===== src/rtl/ysyx_25040129_clint_pkg.sv =====
// Shared constants and types for the CLINT real-time-counter port:
// bus address window, response codes, register offsets and decode helper.
package ysyx_25040129_clint_pkg;

  localparam logic [31:0] RTC_PORT_ADDR = 32'ha000_0048;
  localparam logic [31:0] RTC_PORT_SIZE = 32'h0000_0008;

  localparam logic [1:0] OKAY   = 2'b00;
  localparam logic [1:0] SLVERR = 2'b10;

  localparam logic [31:0] OFF_MTIME_LO = 32'h0000_0000;
  localparam logic [31:0] OFF_MTIME_HI = 32'h0000_0004;

  typedef enum logic {
    ST_IDLE = 1'b0,
    ST_RESP = 1'b1
  } clint_state_e;

  typedef enum logic [1:0] {
    SEL_LO  = 2'd0,
    SEL_HI  = 2'd1,
    SEL_ERR = 2'd2
  } clint_sel_e;

  // Offsets are relative to RTC_PORT_ADDR; anything not exactly 0x0/0x4 inside
  // the window (misaligned, or outside the port after wrap) is an error.
  function automatic clint_sel_e decode_offset(input logic [31:0] offset);
    if (offset < RTC_PORT_SIZE) begin
      if (offset == OFF_MTIME_LO) return SEL_LO;
      if (offset == OFF_MTIME_HI) return SEL_HI;
    end
    return SEL_ERR;
  endfunction

endpackage


===== src/rtl/ysyx_25040129_clint_timer.sv =====
// Free-running 64-bit mtime counter advanced once every TICK_DIV clk cycles.
module ysyx_25040129_clint_timer #(
  parameter int unsigned TICK_DIV = 1
) (
  input  logic        clk,
  input  logic        rst,
  output logic [63:0] mtime
);

  localparam int unsigned DIV_W = (TICK_DIV > 1) ? $clog2(TICK_DIV) : 1;

  logic [DIV_W-1:0] div_cnt_reg;
  logic [63:0]      mtime_reg;
  logic             tick;

  assign tick  = (div_cnt_reg == DIV_W'(TICK_DIV - 1));
  assign mtime = mtime_reg;

  always_ff @(posedge clk) begin
    if (rst) begin
      div_cnt_reg <= '0;
      mtime_reg   <= '0;
    end else if (tick) begin
      div_cnt_reg <= '0;
      mtime_reg   <= mtime_reg + 64'd1;
    end else begin
      div_cnt_reg <= div_cnt_reg + 1'b1;
    end
  end

endmodule


===== src/rtl/ysyx_25040129_clint.sv =====
// Read-only CLINT mtime responder: single-beat AR/R handshake, two-word decode,
// and a high-word shadow so a lo-then-hi read pair sees one coherent sample.
module ysyx_25040129_clint
  import ysyx_25040129_clint_pkg::*;
#(
  parameter int unsigned TICK_DIV = 1
) (
  input  logic        clk,
  input  logic        rst,
  input  logic [31:0] rtc_araddr,
  input  logic        rtc_arvalid,
  output logic        rtc_arready,
  output logic [31:0] rtc_rdata,
  output logic [1:0]  rtc_rresp,
  output logic        rtc_rvalid,
  input  logic        rtc_rready
);

  clint_state_e state_reg, state_next;
  logic [31:0]  rdata_reg, rdata_next;
  logic [1:0]   rresp_reg, rresp_next;
  logic [31:0]  shadow_hi_reg, shadow_hi_next;
  logic         shadow_valid_reg, shadow_valid_next;

  logic [63:0]  mtime;
  logic [31:0]  offset;
  clint_sel_e   sel;
  logic         ar_fire;

  ysyx_25040129_clint_timer #(
    .TICK_DIV (TICK_DIV)
  ) u_timer (
    .clk   (clk),
    .rst   (rst),
    .mtime (mtime)
  );

  assign offset  = rtc_araddr - RTC_PORT_ADDR;
  assign sel     = decode_offset(offset);
  assign ar_fire = rtc_arvalid && rtc_arready;

  always_ff @(posedge clk) begin
    if (rst) begin
      state_reg        <= ST_IDLE;
      rdata_reg        <= '0;
      rresp_reg        <= OKAY;
      shadow_hi_reg    <= '0;
      shadow_valid_reg <= 1'b0;
    end else begin
      state_reg        <= state_next;
      rdata_reg        <= rdata_next;
      rresp_reg        <= rresp_next;
      shadow_hi_reg    <= shadow_hi_next;
      shadow_valid_reg <= shadow_valid_next;
    end
  end

  always_comb begin
    state_next = state_reg;
    case (state_reg)
      ST_IDLE: if (ar_fire)    state_next = ST_RESP;
      ST_RESP: if (rtc_rready) state_next = ST_IDLE;
      default:                 state_next = ST_IDLE;
    endcase
  end

  // Response capture uses mtime as seen in the handshake cycle, i.e. before
  // that edge's increment. Error reads leave the shadow untouched.
  always_comb begin
    rdata_next        = rdata_reg;
    rresp_next        = rresp_reg;
    shadow_hi_next    = shadow_hi_reg;
    shadow_valid_next = shadow_valid_reg;
    if (ar_fire) begin
      case (sel)
        SEL_LO: begin
          rdata_next        = mtime[31:0];
          rresp_next        = OKAY;
          shadow_hi_next    = mtime[63:32];
          shadow_valid_next = 1'b1;
        end
        SEL_HI: begin
          rdata_next        = shadow_valid_reg ? shadow_hi_reg : mtime[63:32];
          rresp_next        = OKAY;
          shadow_valid_next = 1'b0;
        end
        default: begin
          rdata_next = '0;
          rresp_next = SLVERR;
        end
      endcase
    end
  end

  assign rtc_arready = (state_reg == ST_IDLE) && !rst;
  assign rtc_rvalid  = (state_reg == ST_RESP) && !rst;
  assign rtc_rdata   = rst ? 32'h0 : rdata_reg;
  assign rtc_rresp   = rst ? OKAY  : rresp_reg;

endmodule


===== config.mk =====
export PLATFORM = sky130hd
export DESIGN_NAME = ysyx_25040129_clint
export DESIGN_NICKNAME = d
export VERILOG_FILES = /design/src/rtl/ysyx_25040129_clint_pkg.sv /design/src/rtl/ysyx_25040129_clint_timer.sv /design/src/rtl/ysyx_25040129_clint.sv
export SDC_FILE = /design/constraint.sdc
export NUM_CORES = 1
export LEC_CHECK = 0
export BUFFER_PORTS_ARGS = -buffer_cell sky130_fd_sc_hd__buf_4
export CORE_ASPECT_RATIO = 2
export CORE_UTILIZATION = 45
export DETAILED_ROUTE_END_ITERATION = 12
export GPL_ROUTABILITY_DRIVEN = 0
export PLACE_DENSITY_LB_ADDON = 0.05
export SLEW_MARGIN = 20
export SYNTH_ARGS = -nofsm -noshare
export SYNTH_HDL_FRONTEND = slang
export SYNTH_SLANG_ARGS = --single-unit

===== constraint.sdc =====
create_clock -name clk -period 8.3 [get_ports clk]
set_clock_uncertainty 0.15 [all_clocks]
set_input_delay 0.415 -clock clk [delete_from_list [all_inputs] [get_ports clk]]
set_output_delay 0.415 -clock clk [all_outputs]
set_load 0.005 [all_outputs]

==> flow_summary.ini <==
[outcome]
outcome = finished clean

[worst_hold_path]
min_path_type = in2reg
hold_start = rtc_rready

[pwr]
total_power_w = 0.00145
seqPwrFrac = 0.438
p_leak_nw = 2.74
switching_share = 0.224
vdd_drop_max_uv = 182
pwr-share-clk = 0.516
switching_power_w = 0.000326
intPower_w = 0.00113
power_density_nw_per_um2 = 192
pwr-share-comb = 0.045

[yosys]
synth.top_cell.area_share = 0.413
yosys.area_share.simple = 0.273
synth-async-reset-ratio = 0
ys_seq_area_frac = 0.413
muxShareOfSynthArea = 0.0469
synth_top_family_by_area = simple AND/OR/NAND/NOR gates
avgSynthCellArea_sq_um = 8.10
yosysTopAreaCell = dfxtp_1
synth.most_common_cell = dfxtp_1
ys_types = 51
synthCells = 790
synthAdderAreaFrac = 0.00391
synth_flop_cell = dfxtp_1
synth_edf_count = 0
synth_area_leaders = dfxtp_1, xor2_1, nand2_1
synth_warnings = 0
synth_area_sq_um = 6400
ys_ff_latch = 132
synth_compound_area_frac = 0.139
synthXorXnorAreaFrac = 0.0849
synth_common_cells = dfxtp_1, nand2_1, nor2_1

[detailed_routing]
route.detailed.vias_per_inst = 5.53
drt_iter0_markers = 304
vias = 5718
wl_per_cell_um = 15.4
antenna_left = 0
dr.pass1.iters = 5
drc = 0
drt_wl_total_um = 15900

[cts]
hold_buffers = 0
htreeDepth = 4
post_cts_buffers = 0
cts_resized = 0
cts-buffers-inserted = 17
cts-root-buf = clkbuf_16
cts_tree = yes
clock-sinks = 132
clkSlewWorstSetupHoldPaths_ns = 0.06
insertion_delay_ns = 0.41
clk_path_buf_depth = 2

[global_route]
antenna_found_initial = 0
grt_use_met3 = 0.0391
grt_max_degree = 71
grt_pass1_wl_um = 26200
grtUsageTotal = 0.226
met2_usage = 0.428
grt_use_met1 = 0.234
grt_pass1_vias = 5611
grt.busiest_layer = met2
gr-total-overflow = 0

[critical_path]
critPathTopFamily = simple AND/OR/NAND/NOR gates
worstRegToRegCells = 8
endpoint_kind = flop
crit_slowest_cell = nand3_2
cp.arrival_ns = 3.74
path_max_fanout = 35
rrSetupSlack_ns = 5.21
slowest_delay_ns = 0.67
required_ns = 8.48
path_depth = 9
r2r-start = state_reg$_SDFF_PP0_
cp-endpoint = rdata_reg[19]$_SDFFE_PP0P_
crit_type = in2reg
crit_chain = buf_4 > or4_4 > or4b_4 > nor4_1 > nor3_1 > nor4_4 > buf_4 > nand3_2 > o21ai_1
crit_path_start_kind = input pin
critPathLaunch = rtc_araddr[14]
crit_path_frequent_cell = buf_4
r2r-end = rdata_reg[19]$_SDFFE_PP0P_
cp_num_buf_inv = 2

[timing]
period_minus_slack_ns = 3.56
drv_slew = 0
finalHoldViolations = 0
setup_tns_ns = 0
fmax_mhz = 281
relSlewSlack = 0.276
finalCritPeriodShare = 0.429
worstMarginPinSlew_ns = 1.09
grt_setup_unrepaired = no
setup_viol = 0
whs_ns = 0.0472

[floorplan]
fp.dieH_um = 171
core_sq_um = 13900
dieArea_sq_um = 14700
start_util = 0.461
row_count = 61
die-width_um = 86.3
ios = 72

[layout]
layout.nets = 872
area_growth_pct = 18.7
drive_above_1_share = 0.141
stdcell_area_sq_um = 7590
largest_reg_flops = 64
antenna_cells = 0

[placed_design]
io_buffers = 70
place_area_sq_um = 7010
dp_hpwl_um = 10700

[job]
cap_violations = 0
-- routing by layer --
layer	wire, um	share of wire
met1	6420	0.40
met2	8690	0.54
met3	361	0.023
met4	478	0.030
met5	0	0
-- worst reg2reg max path: stages, from the launching register on --
cell       delay, ns
dfxtp_1         0.31
nor2_1          0.16
nand2_1         0.10
nor4_1          0.30
o2111ai_1       0.27
nor4_4          0.29
buf_4           0.40
nand3_2         0.68
o21ai_1         0.34
-- cell families after synthesis --
family,count (synthesis)
fa+ha+maj,2
xor+xnor,62
flops,132
other cells,1
simple gates,341
mux,30
buf+inv,61
compound gates,161
-- cell type report --
type                    instances  area (sq um)
clock buffers                  17           425
clock inverters                13           161
fillers                      1384          6300
inverters                       8          30.0
multi-input cells             598          3520
flip-flops and latches        132          2640
well taps                     189           236
repair buffers                 77           578
-- worst min path at each step --
stage                                      to  slack, ns  depth (start not counted)
4_1_cts                  state_reg$_SDFF_PP0_       0.04                          2
2_1_floorplan  shadow_hi_reg[22]$_SDFFE_PP0P_       0.30                          2
5_1_grt                  state_reg$_SDFF_PP0_       0.07                          2
6_report                 state_reg$_SDFF_PP0_       0.05                          2
3_3_place_gp   shadow_hi_reg[22]$_SDFFE_PP0P_       0.30                          2
3_5_place_dp   shadow_hi_reg[22]$_SDFFE_PP0P_       0.31                          2
-- through the flow --
stage / util / setup WS, ns / cells
after CTS: 0.547 / 4.67 / 1034
after detailed placement: 0.505 / 4.25 / 1004
after global routing: 0.547 / 4.44 / 1034
after global placement: 0.505 / 4.31 / 1004
final: 0.547 / 4.74 / 1034
after floorplan: - / 5.23 / 791
-- layout by cell type (no fill, tap or decap), types with 4 or more instances in the layout --
master	count
nand3_1	55
clkinv_2	4
inv_1	8
nor2b_1	34
clkbuf_16	17
or3_1	9
o21ai_1	64
o21ai_0	39
o211ai_1	5
and3_1	13
nand4_1	18
nor3_1	8
and4_1	10
dfxtp_1	131
buf_4	77
a21oi_1	39
xor2_1	51
mux2i_1	30
nor4_1	7
xnor2_1	11
clkinv_4	4
nor2_1	69
nand2_1	90
-- power groups by stage --
stage	Sequential [W]	Clock [W]	Combinational (W)
after CTS	0.000638	0.000762	0.0000661
after floorplan	0.000651	0	0.0000361
after global routing	0.000638	0.000785	0.0000720
final	0.000638	0.000751	0.0000657
after global placement	0.000651	0	0.0000649
after detailed placement	0.000652	0	0.0000657
Note: power is estimated with default switching activity, not from simulation.
